$ cat src/rtl/pll_dig_loop.sv
// pll_dig_loop: digital PI loop filter for a frequency-locked loop.
//
// The divided feedback clock fdiv is synchronised into the fref domain and
// its period is measured in fref cycles. Each finished measurement is
// compared against the target period div_n. The signed error feeds an
// integrator and a proportional term, and the result drives the DAC word.
// A run of in-tolerance updates asserts locked.
//
// Ports
//   fref   in   1         sole clock, rising edge
//   rst    in   1         synchronous, active-low reset
//   fdiv   in   1         divided feedback clock, asynchronous to fref
//   en     in   1         loop enable
//   div_n  in   CNT_W     target fdiv period in fref cycles (values < 2 act as 2)
//   dac    out  DAC_W     registered DAC control word
//   err    out  CNT_W+1   signed error of the last update (measured - target)
//   upd    out  1         one-cycle pulse when dac/err/locked were updated
//   locked out  1         lock indicator
module pll_dig_loop #(
   parameter int              DAC_W    = 20,
   parameter int              CNT_W    = 12,
   parameter int              KP_SHIFT = 4,
   parameter int              KI_SHIFT = 0,
   parameter logic [DAC_W-1:0] DAC_INIT = {1'b1, {(DAC_W-1){1'b0}}},
   parameter int              LOCK_TOL = 0,
   parameter int              LOCK_CNT = 8
) (
   input  logic                    fref,
   input  logic                    rst,
   input  logic                    fdiv,
   input  logic                    en,
   input  logic [CNT_W-1:0]        div_n,
   output logic [DAC_W-1:0]        dac,
   output logic signed [CNT_W:0]   err,
   output logic                    upd,
   output logic                    locked
);

   localparam int SH_MAX = (KP_SHIFT > KI_SHIFT) ? KP_SHIFT : KI_SHIFT;
   // Wide enough that integ plus a fully shifted error can never wrap.
   localparam int MW     = DAC_W + CNT_W + SH_MAX + 2;
   localparam int LR_W   = $clog2(LOCK_CNT + 1);

   localparam logic [CNT_W-1:0]      CNT_MAX = {CNT_W{1'b1}};
   localparam logic [CNT_W-1:0]      CNT_ONE = {{(CNT_W-1){1'b0}}, 1'b1};
   localparam logic [CNT_W-1:0]      TGT_MIN = {{(CNT_W-2){1'b0}}, 2'b10};
   localparam logic [LR_W-1:0]       LR_MAX  = LOCK_CNT[LR_W-1:0];
   localparam logic [LR_W-1:0]       LR_ONE  = {{(LR_W-1){1'b0}}, 1'b1};
   localparam logic [CNT_W:0]        TOL     = LOCK_TOL[CNT_W:0];
   localparam logic signed [MW-1:0]  DAC_TOP = {{(MW-DAC_W){1'b0}}, {DAC_W{1'b1}}};

   typedef enum logic [1:0] {
      IDLE = 2'd0,
      MEAS = 2'd1,
      UPD  = 2'd2
   } state_t;

   state_t                   state, state_nx;
   logic                     s1, s2, s3;
   logic                     rise, evt;
   logic [CNT_W-1:0]         cnt, meas, tgt;
   logic [DAC_W-1:0]         integ, integ_nx, dac_nx;
   logic [LR_W-1:0]          lock_run, lr_nx;
   logic signed [CNT_W:0]    e;
   logic [CNT_W:0]           e_abs;
   logic                     in_tol;
   logic signed [MW-1:0]     e_ext, sum_i, sum_p;

   function automatic logic [DAC_W-1:0] clamp_dac(input logic signed [MW-1:0] v);
      if (v[MW-1])
         return '0;
      else if (v > DAC_TOP)
         return '1;
      else
         return v[DAC_W-1:0];
   endfunction

   // s1 is the metastability flop; a rise is seen one flop further down.
   always_ff @(posedge fref) begin
      if (!rst) begin
         s1 <= 1'b0;
         s2 <= 1'b0;
         s3 <= 1'b0;
      end else begin
         s1 <= fdiv;
         s2 <= s1;
         s3 <= s2;
      end
   end

   assign rise = s2 & ~s3;
   // A measurement ends on a rise or when the counter has run out (timeout).
   assign evt  = (state != IDLE) && (rise || (cnt == CNT_MAX));

   always_ff @(posedge fref) begin
      if (!rst)
         state <= IDLE;
      else
         state <= state_nx;
   end

   always_comb begin
      state_nx = state;
      case (state)
         IDLE:    if (rise) state_nx = MEAS;
         MEAS:    if (evt)  state_nx = UPD;
         UPD:     state_nx = evt ? UPD : MEAS;
         default: state_nx = IDLE;
      endcase
      if (!en)
         state_nx = IDLE;
   end

   // Loop filter arithmetic on the captured measurement.
   always_comb begin
      e        = $signed({1'b0, meas}) - $signed({1'b0, tgt});
      e_ext    = {{(MW-CNT_W-1){e[CNT_W]}}, e};
      sum_i    = $signed({{(MW-DAC_W){1'b0}}, integ}) + (e_ext <<< KI_SHIFT);
      integ_nx = clamp_dac(sum_i);
      sum_p    = $signed({{(MW-DAC_W){1'b0}}, integ_nx}) + (e_ext <<< KP_SHIFT);
      dac_nx   = clamp_dac(sum_p);
      e_abs    = e[CNT_W] ? $unsigned(-e) : $unsigned(e);
      in_tol   = (e_abs <= TOL);
      if (!in_tol)
         lr_nx = '0;
      else if (lock_run == LR_MAX)
         lr_nx = LR_MAX;
      else
         lr_nx = lock_run + LR_ONE;
   end

   always_ff @(posedge fref) begin
      if (!rst) begin
         cnt      <= '0;
         meas     <= '0;
         tgt      <= '0;
         integ    <= DAC_INIT;
         dac      <= DAC_INIT;
         err      <= '0;
         upd      <= 1'b0;
         locked   <= 1'b0;
         lock_run <= '0;
      end else begin
         upd <= 1'b0;
         if (!en) begin
            // dac, integ and err deliberately hold while disabled.
            cnt      <= '0;
            lock_run <= '0;
            locked   <= 1'b0;
         end else begin
            if (rise || evt)
               cnt <= CNT_ONE;
            else if ((state != IDLE) && (cnt != CNT_MAX))
               cnt <= cnt + CNT_ONE;

            if (evt) begin
               meas <= cnt;
               tgt  <= (div_n < TGT_MIN) ? TGT_MIN : div_n;
            end

            if (state == UPD) begin
               integ    <= integ_nx;
               dac      <= dac_nx;
               err      <= e;
               upd      <= 1'b1;
               lock_run <= lr_nx;
               locked   <= (lr_nx == LR_MAX);
            end
         end
      end
   end

endmodule

$ cat config.mk
export PLATFORM = sky130hd
export DESIGN_NAME = pll_dig_loop
export DESIGN_NICKNAME = d
export VERILOG_FILES = /design/src/rtl/pll_dig_loop.sv
export SDC_FILE = /design/constraint.sdc
export NUM_CORES = 1
export LEC_CHECK = 0
export ABC_AREA = 0
export ABC_CLOCK_PERIOD_IN_PS = 7500
export CORE_MARGIN = 1.5
export CORE_UTILIZATION = 40
export DETAILED_ROUTE_END_ITERATION = 8
export SYNTH_ARGS = -nofsm -noshare
export SYNTH_HDL_FRONTEND = slang
export SYNTH_SLANG_ARGS = --single-unit
$ cat constraint.sdc
create_clock -name fref -period 7.5 [get_ports fref]
set_clock_uncertainty 0.2 [all_clocks]
set_input_delay 1.5 -clock fref [delete_from_list [all_inputs] [get_ports fref]]
set_output_delay 1.5 -clock fref [all_outputs]
set_load 0.005 [all_outputs]
==> out/metrics.csv <==
stage,metric,value,unit
floorplanning,starting density of the core,41.1,%
power_and_ir_drop,peak supply drop,0.000114,V
drt,initial detailed-routing violation count,250,
power_and_ir_drop,sw power,0.283,mW
finish,post-route cell area,0.00800,sq mm
synthesis,Post-synth top cells,"nand2_1, dfxtp_1, a21oi_1, a21boi_0, ha_1",
synthesis,Yosys reg bits,100,
synthesis,post-synthesis sequential area ratio,29.4,%
finish,Layout area overhead,17.4,%
drt,final WL,17500,um
drt,Pre-Repair DR Iteration Count,4,
drt,Max Used Layer,met4,
drt,met2 wire len,8700,um
drt,vias per cell,5.50,
critical_path,Critical Path AT,6.96,ns
critical_path,buffer and inverter count on the worst path,4,
synthesis,Syn Std Cell Area,0.00681,sq mm
finish,share of cells above drive strength 1,11.4,%
global_routing,total track usage,19.9,%
floorplanning,die area,0.0178,sq mm
finish,# diodes,0,
clock_tree,clk slew on worst S/H paths,0.08,ns
floorplanning,Die Ht,133,um
sta,Max Clock Freq,144,MHz
critical_path,crit path max fanout,12,
sta,Final Critical Period,6.94,ns
sta,unrepaired setup endpoints after global routing,false,
critical_path,critical path type,register to register,
finish,layout net count,961,
synthesis,"FFs w/ async S/R, synth",0,%
sta,Setup-failing EPs final,0,
clock_tree,cts bufs inserted,9,
synthesis,Post-synth EDFFs,0,
sta,final slew viol count,0,
placed_design,area of placed instances,0.00755,sq mm
power_and_ir_drop,PD cells,135,mW/mm^2
critical_path,CP dominant cell by count,a21o_1,
power_and_ir_drop,Gate power share,6.1,%
drt,total number of vias,6151,
floorplanning,Core Rows,47,
synthesis,Synth Warn #,0,
power_and_ir_drop,share of power burned in registers,49.2,%
critical_path,Critical Path RT,7.52,ns
synthesis,prevailing post-synth register cell,dfxtp_1,
critical_path,Startpoint Class,register,
global_routing,largest net degree at the start of global routing,72,
sta,final hold slack,0.246,ns
sta,worst rel slew slack,34.3,%
clock_tree,CTS root buf,clkbuf_16,
synthesis,Cells after Synth,841,
synthesis,"top cells by area, synth","dfxtp_1, ha_1, nand2_1",
clock_tree,CTS tree,built,
global_routing,initial antenna violation count,0,
sta,PnR worst setup slack,0.564,ns
sta,Final Cycle Share,92.5,%
power_and_ir_drop,Pint,0.798,mW
flow_run,max cap viols,0,
clock_tree,H-tree depth,3,
floorplanning,Core Region,0.0166,sq mm
synthesis,"area leader, netlist",dfxtp_1,
drt,wl on met1,8040,um
critical_path,critical path's slowest cell,ha_2,
clock_tree,CTS Buffer Depth,2,
global_routing,grt ovf,0,
critical_path,Worst path max stage delay,0.41,ns
power_and_ir_drop,clock power share,44.7,%
outcome,status,"finished, final reports clean",
drt,DR WL/cell,15.7,um
synthesis,Mapped Nets,909,
placed_design,Post-Place Setup Slack,0.191,ns
critical_path,CP top delay family,compound AO/OA/AOI/OAI gates,
placed_design,hpwl dp,12900,um
drt,metal3 WL,536,um
clock_tree,clk_lat worst skew,0.36,ns
floorplanning,Die Wd,133,um
clock_tree,clock sink count,100,
power_and_ir_drop,switching share of power,26.2,%
synthesis,top-count cell post-synth,nand2_1,
drt,number of routed nets with antenna violations,0,
critical_path,Setup crit end kind,register,
global_routing,first-pass GRT wire length,28700,um
synthesis,Unique masters post-synth,90,
placed_design,GPL Wtd Cong,0.848,
synthesis,syn avg cell area,8.10,sq um
sta,Least-Margin Pin Slew,0.985,ns
sta,TNS Setup,0,ns
worst_hold_path,HP Class,register to register,
sta,final hold vios,0,
placed_design,I/O Buffers,50,
synthesis,post-synth top area share,29.4,%
global_routing,vias in the first global route,5870,
floorplanning,I/O Pins,51,
power_and_ir_drop,Leakage,3.17,nW
drt,DRC,0,
## final cells by class
cell class                 instances  area (sq um)
tap                              220           275
sequential                       100          2000
clock inverter                     7          80.1
fill                            1710          8590
timing repair buffer              75           708
inverter                          36           135
multi-input combinational        671          4570
clock buffer                       9           225
## routing by layer
metal  track usage [%]  vias to the layer above
li1                  -                     3115
met1              24.5                     2931
met2              35.7                       83
met3              3.12                       22
met4              5.86                        0
met5                 0                        -
## flip-flops by register name, indices dropped and copies added (netlist names)
name,count
cnt,12
dac,20
err,13
integ,20
lock_run,4
locked,1
meas,12
s1,1
s2,1
s3,1
state,2
tgt,12
upd,1
## worst register-to-register path, delay by kind of cell, from the launching register on
| family | cells | cell delay, ns |
|---|---|---|
| buf+inv | 4 | 0.62 |
| flops | 1 | 0.33 |
| fa+ha+maj | 3 | 1.04 |
| simple gates | 3 | 0.66 |
| compound gates | 19 | 3.94 |
## power groups by stage
stage | clock network (mW) | logic, mW | registers (mW)
2_1_floorplan | 0 | 0.0415 | 0.544
3_3_place_gp | 0 | 0.0645 | 0.545
3_5_place_dp | 0 | 0.0641 | 0.545
4_1_cts | 0.495 | 0.0643 | 0.532
5_1_grt | 0.513 | 0.0729 | 0.532
6_report | 0.483 | 0.0661 | 0.532
## stage by stage
| step | power [mW] | instances | util, % |
|---|---|---|---|
| after floorplan | 0.586 | 841 | - |
| after global placement | 0.609 | 1095 | 45.5 |
| after detailed placement | 0.609 | 1095 | 45.5 |
| after CTS | 1.09 | 1111 | 47.4 |
| after global routing | 1.12 | 1118 | 48.2 |
| final | 1.08 | 1118 | 48.2 |
## what timing repair did
item                       CTS  global route
hold endpoints to repair     0             0
gates resized for setup      0            13
setup buffers                0             7
hold buffers                 0             0
setup endpoints to repair    0            20
## cells in the final DEF (no fill, tap or decap), types with 4 or more instances in the layout
cell and n:
and2_1 11, xnor2_1 17, clkbuf_16 9, a21oi_2 5, xor2_1 22, a211oi_1 10
o21a_1 6, o21ai_2 10, nand2_1 149, o21ai_0 33, dfxtp_1 100, a21boi_0 53
o21ai_1 10, inv_1 36, nor2_1 36, nand2b_1 8, o211a_1 4, clkdlybuf4s50_1 49
o211ai_1 10, nand3_1 19, buf_4 23, a31oi_1 7, nor2b_1 8, and3_1 7
a21o_1 19, or3_1 9, nand4_1 5, ha_1 46, nor3_1 14, a21oi_1 59
mux2i_1 6
## final timing paths
check	startpoint	to	slack, ns	cells after the start
setup / recovery	tgt[7]$_SDFFE_PN0P_	dac[19]$_SDFFE_PN1P_	0.56	29
hold / removal	s1$_SDFF_PN0_	s2$_SDFF_PN0_	0.25	1
setup reg to reg	tgt[7]$_SDFFE_PN0P_	dac[19]$_SDFFE_PN1P_	0.56	29
hold reg to reg	s1$_SDFF_PN0_	s2$_SDFF_PN0_	0.25	1
## kinds of logic after synthesis
family / share of synthesized area, %
adders and majority gates: 9.88
muxes: 1.21
AOI/OAI and AO/OA: 29.4
buffers and inverters: 4.45
DFF: 29.4
and+or+nand+nor: 20.4
xor gates and xnor gates: 5.25
(Power assumes the default switching activity.)
==> RTL edit (same settings) <==
Make the reset (`rst`) asynchronous in 3 clocked blocks. Comments in the files are not updated.
--- a/src/rtl/pll_dig_loop.sv
+++ b/src/rtl/pll_dig_loop.sv
@@ -76,7 +76,7 @@
    endfunction
 
    // s1 is the metastability flop; a rise is seen one flop further down.
-   always_ff @(posedge fref) begin
+   always_ff @(posedge fref or negedge rst) begin
       if (!rst) begin
          s1 <= 1'b0;
          s2 <= 1'b0;
@@ -92,7 +92,7 @@
    // A measurement ends on a rise or when the counter has run out (timeout).
    assign evt  = (state != IDLE) && (rise || (cnt == CNT_MAX));
 
-   always_ff @(posedge fref) begin
+   always_ff @(posedge fref or negedge rst) begin
       if (!rst)
          state <= IDLE;
       else
@@ -129,7 +129,7 @@
          lr_nx = lock_run + LR_ONE;
    end
 
-   always_ff @(posedge fref) begin
+   always_ff @(posedge fref or negedge rst) begin
       if (!rst) begin
          cnt      <= '0;
          meas     <= '0;
Behaviour: not the same (Yosys sat finds a counterexample within 10 cycles, from zero or initial values and one cycle with rst low; the reset may be asserted at any time).
==> RTL edit against the unedited design <==
Count of clock-buffer cells in the layout increased by 2; fmax down 1.5%; highest routed layer unchanged; worst setup slack got worse by 0.11 ns; sequential cell count unchanged; final area grew 2.7%; area after synthesis increased by 2.6%; first-iteration DRC count grew 12%; wire length shrank 1.2%.
Power is left out: the tool's default activity adds up to more than one toggle a clock period on the data nets, which glitch-free logic cannot reach.
==> RTL edit: results <==
<?xml version="1.0" encoding="UTF-8"?>
<metrics>
  <group name="route">
    <metric name="wl_met2" unit="um">8590</metric>
    <metric name="detail_route.iter0.violations" unit="">281</metric>
    <metric name="route.detailed.vias_per_inst" unit="">5.40</metric>
    <metric name="wirelength_met1" unit="um">7810</metric>
    <metric name="routed-wl-met3" unit="um">588</metric>
    <metric name="drtPass1Iterations" unit="">5</metric>
    <metric name="wl_per_cell" unit="um">16.1</metric>
  </group>
  <group name="global_routing">
    <metric name="grt_start_max_net_pins" unit="">81</metric>
    <metric name="met3_usage" unit="">0.0325</metric>
    <metric name="first_pass_grt_wire_length" unit="um">28700</metric>
    <metric name="groute.layer.met1.usage" unit="">0.256</metric>
  </group>
  <group name="place">
    <metric name="gp_congestion" unit="">0.884</metric>
    <metric name="place_hpwl" unit="um">13100</metric>
    <metric name="place_inst" unit="">1057</metric>
    <metric name="post_dp_cell_area" unit="um^2">7830</metric>
  </group>
  <group name="worst_setup_path">
    <metric name="rr_worst_depth" unit="">29</metric>
    <metric name="crit_slowest_cell" unit="">sky130_fd_sc_hd__o311a_1</metric>
    <metric name="worstSetupEndpoint" unit="">dac[18]$_DFFE_PN0P_</metric>
    <metric name="critical_path.max_stage_delay" unit="ns">0.50</metric>
    <metric name="timing.critical_path.arrival" unit="ns">7.09</metric>
    <metric name="path_delay_family" unit="">compound AO/OA/AOI/OAI gates</metric>
    <metric name="crit-reg2reg-launch" unit="">meas[0]$_DFFE_PN0P_</metric>
    <metric name="rrSetupSlack" unit="ns">0.46</metric>
    <metric name="top_fanout_value_on_the_critical_path" unit="">20</metric>
  </group>
  <group name="yosys">
    <metric name="postSynthCellCount" unit="">784</metric>
    <metric name="ys_top_cells_by_count" unit="">106 x sky130_fd_sc_hd__nand2_1, 98 x sky130_fd_sc_hd__dfrtp_1, 63 x sky130_fd_sc_hd__nor2_1, 54 x sky130_fd_sc_hd__a21oi_1</metric>
    <metric name="ys_types" unit="">83</metric>
    <metric name="synth-main-ff-cell" unit="">sky130_fd_sc_hd__dfrtp_1</metric>
    <metric name="synth_mux_area_frac" unit="">0.0593</metric>
    <metric name="synth_fa_ha_area_frac" unit="">0.0963</metric>
    <metric name="synth_sequential_area_ratio" unit="">0.358</metric>
    <metric name="synth_compound_gate_area_share" unit="">0.213</metric>
    <metric name="mappedNetlistNets" unit="">852</metric>
    <metric name="async_reset_ff_frac" unit="">1.00</metric>
  </group>
  <group name="layout">
    <metric name="num-nets-final" unit="">912</metric>
    <metric name="fraction_of_final_layout_cells_with_drive_strength_greater_than_1" unit="">0.137</metric>
  </group>
  <group name="min_path">
    <metric name="hold_path.startpoint" unit="">s1$_DFF_PN0_</metric>
    <metric name="hold_critical_path_endpoint" unit="">s2$_DFF_PN0_</metric>
    <metric name="whs_path_depth" unit="">0</metric>
  </group>
  <group name="sta">
    <metric name="relSlewSlack" unit="">0.318</metric>
  </group>
  <group name="run_status">
    <metric name="run_status" unit="">completed</metric>
  </group>
  <group name="floorplanning">
    <metric name="fp.dieArea" unit="um^2">18300</metric>
  </group>
</metrics>
-- RTL edit: changes by cell type in the layout (fill, tap and decap cells not counted), moves of 10 or more --
cell and change:
sky130_fd_sc_hd__dfxtp_1 -100, sky130_fd_sc_hd__dfrtp_1 +98, sky130_fd_sc_hd__a21boi_0 -51, sky130_fd_sc_hd__nand2_1 -44, sky130_fd_sc_hd__mux2_2 +31, sky130_fd_sc_hd__nor2_1 +27
sky130_fd_sc_hd__o21ai_0 +15, sky130_fd_sc_hd__o21ai_2 -10
-- RTL edit: final cells by class --
cell class | instances | area (um^2)
fill | 1722 | 8960
multi-input combinational | 620 | 4270
sequential | 100 | 2500
timing repair buffer | 75 | 689
tap | 225 | 282
clock buffer | 11 | 243
inverter | 38 | 143
clock inverter | 5 | 82.6
-- RTL edit: through the flow --
stage	hold slack, ns	setup slack, ns
after CTS	0.153	0.0815
after global placement	0.134	0.177
after floorplan	0.131	0.319
after global routing	0.155	-0.00438
final	0.150	0.456
after detailed placement	0.137	0.112
